[src/rtl/memory_arbiter_pkg.sv]
// Shared state and grant types for the icache/dcache memory arbiter.
package memory_pkg;

   typedef enum logic [1:0] {
      IDLE,
      REQ,
      WAIT
   } arb_state_t;

   typedef enum logic {
      GRANT_ICACHE,
      GRANT_DCACHE
   } grant_t;

endpackage

[src/rtl/memory_arbiter_if.sv]
// Line-wide memory request port: addr/wr_data/write/valid out, rd_data/ready back.
// ready is a one-cycle completion pulse; rd_data is only meaningful while ready is high.
interface memory_interface #(
   parameter int ADDR_SIZE = 32,
   parameter int LINE_SIZE = 256
);

   logic [ADDR_SIZE-1:0] addr;
   logic [LINE_SIZE-1:0] wr_data;
   logic                 write;
   logic                 valid;
   logic [LINE_SIZE-1:0] rd_data;
   logic                 ready;

   modport master (
      output addr, wr_data, write, valid,
      input  rd_data, ready
   );

   modport slave (
      input  addr, wr_data, write, valid,
      output rd_data, ready
   );

endinterface

[src/rtl/memory_arbiter_rr_arbiter2.sv]
// Two-way grant pick, purely combinational; on a tie either alternates against
// the previous winner or always favours the dcache.
module rr_arbiter2
   import memory_pkg::*;
(
   input  logic [1:0] i_req,
   input  grant_t     i_last_grant,
   input  logic       i_round_robin,
   output grant_t     o_grant
);

   // i_req[0] is the icache, i_req[1] the dcache
   always_comb begin
      o_grant = i_last_grant;
      case (i_req)
         2'b01:   o_grant = GRANT_ICACHE;
         2'b10:   o_grant = GRANT_DCACHE;
         2'b11: begin
            if (i_round_robin) begin
               o_grant = (i_last_grant == GRANT_ICACHE) ? GRANT_DCACHE : GRANT_ICACHE;
            end else begin
               o_grant = GRANT_DCACHE;
            end
         end
         default: o_grant = i_last_grant;
      endcase
   end

endmodule

[src/rtl/memory_arbiter.sv]
// Shares one backing memory between icache and dcache, one transaction at a time;
// uncontended completion DELAY+2 cycles after valid, loser is held off by keeping its ready low.
module memory_arbiter
   import memory_pkg::*;
#(
   parameter int ADDR_SIZE   = 32,
   parameter int LINE_SIZE   = 256,
   parameter int ROUND_ROBIN = 1
) (
   input  logic           clk_i,
   input  logic           reset_i,
   memory_interface.slave  icache_bus,
   memory_interface.slave  dcache_bus,
   memory_interface.master memory_bus
);

   arb_state_t           r_state;
   arb_state_t           w_next_state;
   grant_t               r_grant;
   grant_t               w_grant;
   logic [ADDR_SIZE-1:0] r_addr;
   logic [LINE_SIZE-1:0] r_wr_data;
   logic                 r_write;

   logic [1:0]           w_req;
   logic                 w_latch;
   logic                 w_mem_valid;
   logic                 w_done;
   logic                 w_pick_dcache;

   assign w_req = {dcache_bus.valid, icache_bus.valid};

   rr_arbiter2 u_rr_arbiter2 (
      .i_req         (w_req),
      .i_last_grant  (r_grant),
      .i_round_robin (ROUND_ROBIN != 0),
      .o_grant       (w_grant)
   );

   assign w_pick_dcache = (w_grant == GRANT_DCACHE);

   always_comb begin
      w_next_state = r_state;
      w_latch      = 1'b0;
      w_mem_valid  = 1'b0;
      w_done       = 1'b0;
      case (r_state)
         IDLE: begin
            if (|w_req) begin
               w_latch      = 1'b1;
               w_next_state = REQ;
            end
         end
         REQ: begin
            w_mem_valid = 1'b1;
            if (memory_bus.ready) begin
               w_next_state = WAIT;
            end
         end
         WAIT: begin
            // memory drops ready after accepting, so ready here means completion
            if (memory_bus.ready) begin
               w_done       = 1'b1;
               w_next_state = IDLE;
            end
         end
         default: w_next_state = IDLE;
      endcase
   end

   // r_grant doubles as last_grant: it only changes when a new grant is made
   always_ff @(posedge clk_i) begin
      if (reset_i) begin
         r_state   <= IDLE;
         r_grant   <= GRANT_DCACHE;
         r_addr    <= '0;
         r_wr_data <= '0;
         r_write   <= 1'b0;
      end else begin
         r_state <= w_next_state;
         if (w_latch) begin
            r_grant   <= w_grant;
            r_addr    <= w_pick_dcache ? dcache_bus.addr    : icache_bus.addr;
            r_wr_data <= w_pick_dcache ? dcache_bus.wr_data : icache_bus.wr_data;
            r_write   <= w_pick_dcache ? dcache_bus.write   : icache_bus.write;
         end
      end
   end

   assign memory_bus.valid   = w_mem_valid;
   assign memory_bus.addr    = r_addr;
   assign memory_bus.wr_data = r_wr_data;
   assign memory_bus.write   = r_write;

   assign icache_bus.rd_data = memory_bus.rd_data;
   assign dcache_bus.rd_data = memory_bus.rd_data;
   assign icache_bus.ready   = w_done && (r_grant == GRANT_ICACHE);
   assign dcache_bus.ready   = w_done && (r_grant == GRANT_DCACHE);

endmodule

[src/flat_wrapper.sv]
// flat-port wrapper written by rule: the top's interface ports become plain ports
module memory_arbiter_flat import memory_pkg::*;
#(
   parameter int ADDR_SIZE   = 32,
   parameter int LINE_SIZE   = 256,
   parameter int ROUND_ROBIN = 1
)
  (clk_i, reset_i, icache_bus_addr, icache_bus_wr_data, icache_bus_write, icache_bus_valid, icache_bus_rd_data, icache_bus_ready, dcache_bus_addr, dcache_bus_wr_data, dcache_bus_write, dcache_bus_valid, dcache_bus_rd_data, dcache_bus_ready, memory_bus_addr, memory_bus_wr_data, memory_bus_write, memory_bus_valid, memory_bus_rd_data, memory_bus_ready);
  memory_interface #(.ADDR_SIZE(ADDR_SIZE), .LINE_SIZE(LINE_SIZE)) icache_bus_i ();
  memory_interface #(.ADDR_SIZE(ADDR_SIZE), .LINE_SIZE(LINE_SIZE)) dcache_bus_i ();
  memory_interface #(.ADDR_SIZE(ADDR_SIZE), .LINE_SIZE(LINE_SIZE)) memory_bus_i ();
  input  logic clk_i;
  input  logic reset_i;
  input wire logic [$bits(icache_bus_i.addr)-1:0] icache_bus_addr;
  input wire logic [$bits(icache_bus_i.wr_data)-1:0] icache_bus_wr_data;
  input wire logic [$bits(icache_bus_i.write)-1:0] icache_bus_write;
  input wire logic [$bits(icache_bus_i.valid)-1:0] icache_bus_valid;
  output wire logic [$bits(icache_bus_i.rd_data)-1:0] icache_bus_rd_data;
  output wire logic [$bits(icache_bus_i.ready)-1:0] icache_bus_ready;
  input wire logic [$bits(dcache_bus_i.addr)-1:0] dcache_bus_addr;
  input wire logic [$bits(dcache_bus_i.wr_data)-1:0] dcache_bus_wr_data;
  input wire logic [$bits(dcache_bus_i.write)-1:0] dcache_bus_write;
  input wire logic [$bits(dcache_bus_i.valid)-1:0] dcache_bus_valid;
  output wire logic [$bits(dcache_bus_i.rd_data)-1:0] dcache_bus_rd_data;
  output wire logic [$bits(dcache_bus_i.ready)-1:0] dcache_bus_ready;
  output wire logic [$bits(memory_bus_i.addr)-1:0] memory_bus_addr;
  output wire logic [$bits(memory_bus_i.wr_data)-1:0] memory_bus_wr_data;
  output wire logic [$bits(memory_bus_i.write)-1:0] memory_bus_write;
  output wire logic [$bits(memory_bus_i.valid)-1:0] memory_bus_valid;
  input wire logic [$bits(memory_bus_i.rd_data)-1:0] memory_bus_rd_data;
  input wire logic [$bits(memory_bus_i.ready)-1:0] memory_bus_ready;
  assign icache_bus_i.addr = icache_bus_addr;
  assign icache_bus_i.wr_data = icache_bus_wr_data;
  assign icache_bus_i.write = icache_bus_write;
  assign icache_bus_i.valid = icache_bus_valid;
  assign icache_bus_rd_data = icache_bus_i.rd_data;
  assign icache_bus_ready = icache_bus_i.ready;
  assign dcache_bus_i.addr = dcache_bus_addr;
  assign dcache_bus_i.wr_data = dcache_bus_wr_data;
  assign dcache_bus_i.write = dcache_bus_write;
  assign dcache_bus_i.valid = dcache_bus_valid;
  assign dcache_bus_rd_data = dcache_bus_i.rd_data;
  assign dcache_bus_ready = dcache_bus_i.ready;
  assign memory_bus_addr = memory_bus_i.addr;
  assign memory_bus_wr_data = memory_bus_i.wr_data;
  assign memory_bus_write = memory_bus_i.write;
  assign memory_bus_valid = memory_bus_i.valid;
  assign memory_bus_i.rd_data = memory_bus_rd_data;
  assign memory_bus_i.ready = memory_bus_ready;
  memory_arbiter #(.ADDR_SIZE(ADDR_SIZE), .LINE_SIZE(LINE_SIZE), .ROUND_ROBIN(ROUND_ROBIN)) u_core (.clk_i(clk_i), .reset_i(reset_i), .icache_bus(icache_bus_i), .dcache_bus(dcache_bus_i), .memory_bus(memory_bus_i));
endmodule
[config.mk]
export PLATFORM = sky130hd
export DESIGN_NAME = memory_arbiter_flat
export DESIGN_NICKNAME = d
export VERILOG_FILES = /design/src/rtl/memory_arbiter_pkg.sv /design/src/rtl/memory_arbiter_if.sv /design/src/rtl/memory_arbiter_rr_arbiter2.sv /design/src/rtl/memory_arbiter.sv /design/src/flat_wrapper.sv
export SDC_FILE = /design/constraint.sdc
export NUM_CORES = 1
export LEC_CHECK = 0
export ABC_AREA = 1
export ABC_CLOCK_PERIOD_IN_PS = 1680
export BUFFER_PORTS_ARGS = -buffer_cell sky130_fd_sc_hd__buf_2
export CORE_AREA = 2 2 643 645
export CTS_BUF_LIST = sky130_fd_sc_hd__clkbuf_2 sky130_fd_sc_hd__clkbuf_4 sky130_fd_sc_hd__clkbuf_8
export DETAILED_ROUTE_END_ITERATION = 12
export DIE_AREA = 0 0 645 647
export GPL_ROUTABILITY_DRIVEN = 0
export PLACE_DENSITY = 0.3
export SLEW_MARGIN = 0
export SYNTH_ARGS = -nofsm -noshare
export SYNTH_HDL_FRONTEND = slang
export SYNTH_SLANG_ARGS = --single-unit
[constraint.sdc]
create_clock -name clk_i -period 1.68 [get_ports clk_i]
set_input_delay 0 -clock clk_i [delete_from_list [all_inputs] [get_ports clk_i]]
set_output_delay 0 -clock clk_i [all_outputs]
set_load 0.01 [all_outputs]
==> results.ini <==
[placed_design]
dp.final_hpwl_microns = 233800
portBuffers = 874

[floorplanning]
core.rowCount = 236
die-area_sq_um = 417300
num_io_pins = 1643
initial_core_util_pct = 4.855
fp.dieH_microns = 647
core_sq_um = 411000
fp.dieW_microns = 645

[detailed_routing]
post_drt_wl_per_cell_microns = 27.90
drt-pass1-iter-count = 6
ant_nets = 0
via_count = 27280
wl_microns = 282400
dr.first_iter.drc_count = 2001
route.detailed.drc = 0
avgViaCountPerCell = 2.695

[critical_path]
worstSetupStartpointType = input port
end_kind = flip-flop
worstPathMaxFanout = 20
critPathRequiredTime_ns = 2.40
worstRegToRegCells = 13
r2r_slack_ns = -0.09
cp.arrival_ns = 2.55
r2r_end = u_core.memory_bus.wr_data[76]
criticalPathCategory = in -> reg
r2r_start = u_core.r_state[1]

[power]
powerDensity_nw_per_um2 = 774.5
switching_power_mw = 14.20
swShare_pct = 40.89
seq_power_share_pct = 24.4
power_frac_comb_pct = 44.6
peakVddDrop_mv = 0.4636
p_clk_share_pct = 31.0
internal_power_mw = 20.52
finalPower_mw = 34.72
p_leak_nw = 19.79

[layout]
area_growth_pct = 124.6
drive_gt1_share_pct = 34.83
seq_area_sq_um = 5888
finalNetCount = 5390
multi_input_area_sq_um = 9195
n_fill_cell = 47830

[global_route]
grt_max_degree = 70
grt_pass1_vias = 26660
grt_use_total_pct = 12.79
grt_pass1_wl_microns = 334800
globalRoute.totalOverflow = 0
grt_antenna_before_repair = 143

[timing]
skew_ns = 0.06971
max_freq_mhz = 545.0
setup_viol = 207
final-max-slew-violation-count = 0
layout_setup_ws_ns = -0.1548
maxSlewHeadroom_pct = 67.23
fin_crit_ns = 1.835
worst_pin_slew_ns = 0.4916
rsz0062_at_grt = yes
hold_slack_ns = 0.000004936
finalHoldViolCount = 0
period_share_pct = 109.2

[clock_network]
htreeDepth = 3
root_buffer = clkbuf_8
clock_latency_ns = 0.87
clkSinkCount = 292
cts_buffers = 76
cts_tree = done
cts.clk_slew.worst_paths_ns = 0.05
cts_buffer_depth = 4

[synthesis]
synthTopCellsByArea = dfxtp_1, nand3_1, buf_4, inv_1, a21oi_1
synth_nets = 3918
yosysTopAreaCell = dfxtp_1
synth_top_cell_area_share_pct = 29.29
synthesis.area_sq_um = 19960
ys_seq_area_share_pct = 29.29
synth_warnings = 0
yosysUniqueCellTypes = 14
ys_ff_latch = 292
syn_avg_cell_area_sq_um = 6.481
synth_cells = 3079

[status]
violations = negative setup slack
status = finished, violations left

[worst_hold_path]
hold_depth = 0
hold-path-endpoint = dcache_bus_rd_data[77]
hold_path_class = in -> out
min_from = memory_bus_rd_data[77]

[run]
maxCapViolations = 0

[cells by family (layout without fill, tap and decap cells)]
kind of cell / after synthesis / after routing / synth area share, %
other: 0 / 49 / 0
buffers and inverters: 1320 / 2841 / 35.80
flip-flops: 292 / 292 / 29.29
AND/OR/NAND/NOR: 1175 / 1175 / 27.58
AO/OA/AOI/OAI: 292 / 292 / 7.323
[cell type report]
class	count	share of cell area [%]
Antenna cell	49	0.2735
Clock buffer	106	3.115
Clock inverter	21	0.5443
Inverter	585	4.921
Multi-Input combinational cell	1467	20.51
Sequential cell	292	13.14
Tap cell	5474	15.28
Timing Repair Buffer	2129	42.22
[layer usage]
metal | up-vias | wire length [microns] | global-route usage [%]
met5 | - | 1174 | 1.272
met4 | 82 | 13600 | 4.935
met2 | 2012 | 127900 | 20.81
met3 | 596 | 52720 | 11.19
met1 | 12350 | 87040 | 11.18
li1 | 12250 | - | -
[cell usage after synthesis, drive strengths merged]
cell type and count:
nor2 7, clkbuf 65, dfxtp 292, a21oi 291, o21ai 1, inv 585, nand3 870, nand2 298
buf 670
[state kept, by name, summed over array words and instances, names as in the netlist]
signal	cells
u_core.memory_bus.addr	32
u_core.r_grant	1
u_core.memory_bus.wr_data	256
u_core.r_state	2
u_core.memory_bus.write	1
[power by group through the flow]
| stage | Clock (mW) | Combinational (mW) | Sequential, mW |
|---|---|---|---|
| 3_3_place_gp | 0 | 10.8 | 8.52 |
| 2_1_floorplan | 0 | 4.95 | 8.85 |
| 4_1_cts | 11.5 | 15.0 | 8.50 |
| 3_5_place_dp | 0 | 10.7 | 8.54 |
| 6_report | 10.8 | 15.5 | 8.48 |
| 5_1_grt | 11.6 | 16.8 | 8.59 |
[layout by cell type (no fill, tap or decap), types with 8 or more instances in the layout]
| cell | n |
|---|---|
| nand3_4 | 100 |
| a21oi_1 | 285 |
| buf_2 | 770 |
| dfxtp_2 | 31 |
| nand2_1 | 222 |
| buf_12 | 87 |
| diode_2 | 49 |
| nand3_1 | 634 |
| clkbuf_16 | 8 |
| nand3_2 | 136 |
| dfxtp_1 | 260 |
| clkinv_2 | 11 |
| buf_16 | 36 |
| clkbuf_4 | 10 |
| inv_1 | 580 |
| dlygate4sd3_1 | 1013 |
| buf_4 | 147 |
| buf_8 | 23 |
| clkbuf_8 | 96 |
| nand2_2 | 70 |
| buf_6 | 43 |
[how the worst max path moves through the flow]
stage / start / end / slack [ns] / cells after the start
floorplan: u_core.r_grant / u_core.memory_bus.wr_data[118] / 0.39 / 9
finish: icache_bus_valid / u_core.memory_bus.wr_data[62] / -0.15 / 11
global route: u_core.r_state[1] / u_core.memory_bus.wr_data[34] / -0.25 / 13
detailed placement: u_core.r_grant / u_core.memory_bus.wr_data[249] / -0.15 / 9
CTS: u_core.r_state[1] / dcache_bus_ready / -0.32 / 4
global placement: u_core.r_grant / u_core.memory_bus.wr_data[249] / -0.15 / 9
[repair_timing]
| item | 4_1_cts | 5_1_grt |
|---|---|---|
| endpoints found under the setup margin | 250 | 289 |
| hold endpoints to repair | 292 | 0 |
| setup buffers | 36 | 30 |
| hold buffers | 1013 | 0 |
| resized for setup | 454 | 352 |
| gates cloned | 31 | 8 |
| pin swaps | 6 | 101 |
[worst max-delay path, stage by stage]
cell and delay, ns:
dlygate4sd3_1 0.57, buf_2 0.19, inv_1 0.18, nand2_1 0.07
dlygate4sd3_1 0.59, nand2_4 0.16, buf_12 0.20, clkbuf_16 0.28
a21oi_1 0.08, nand2_1 0.07, inv_1 0.04
[metrics by stage]
stage	cells	area (sq um)	utilization (%)	setup TNS, ns	setup slack (ns)
2_1_floorplan	3079	19960	-	0	0.3921
3_3_place_gp	8847	28050	6.824	-0.6401	-0.1505
3_5_place_dp	8847	28050	6.824	-0.8053	-0.1450
4_1_cts	10050	42880	10.43	-26.54	-0.3157
5_1_grt	10110	44780	10.89	-29.59	-0.2475
6_report	10120	44830	10.91	-10.87	-0.1548
Power figures use the tool's default switching activity.
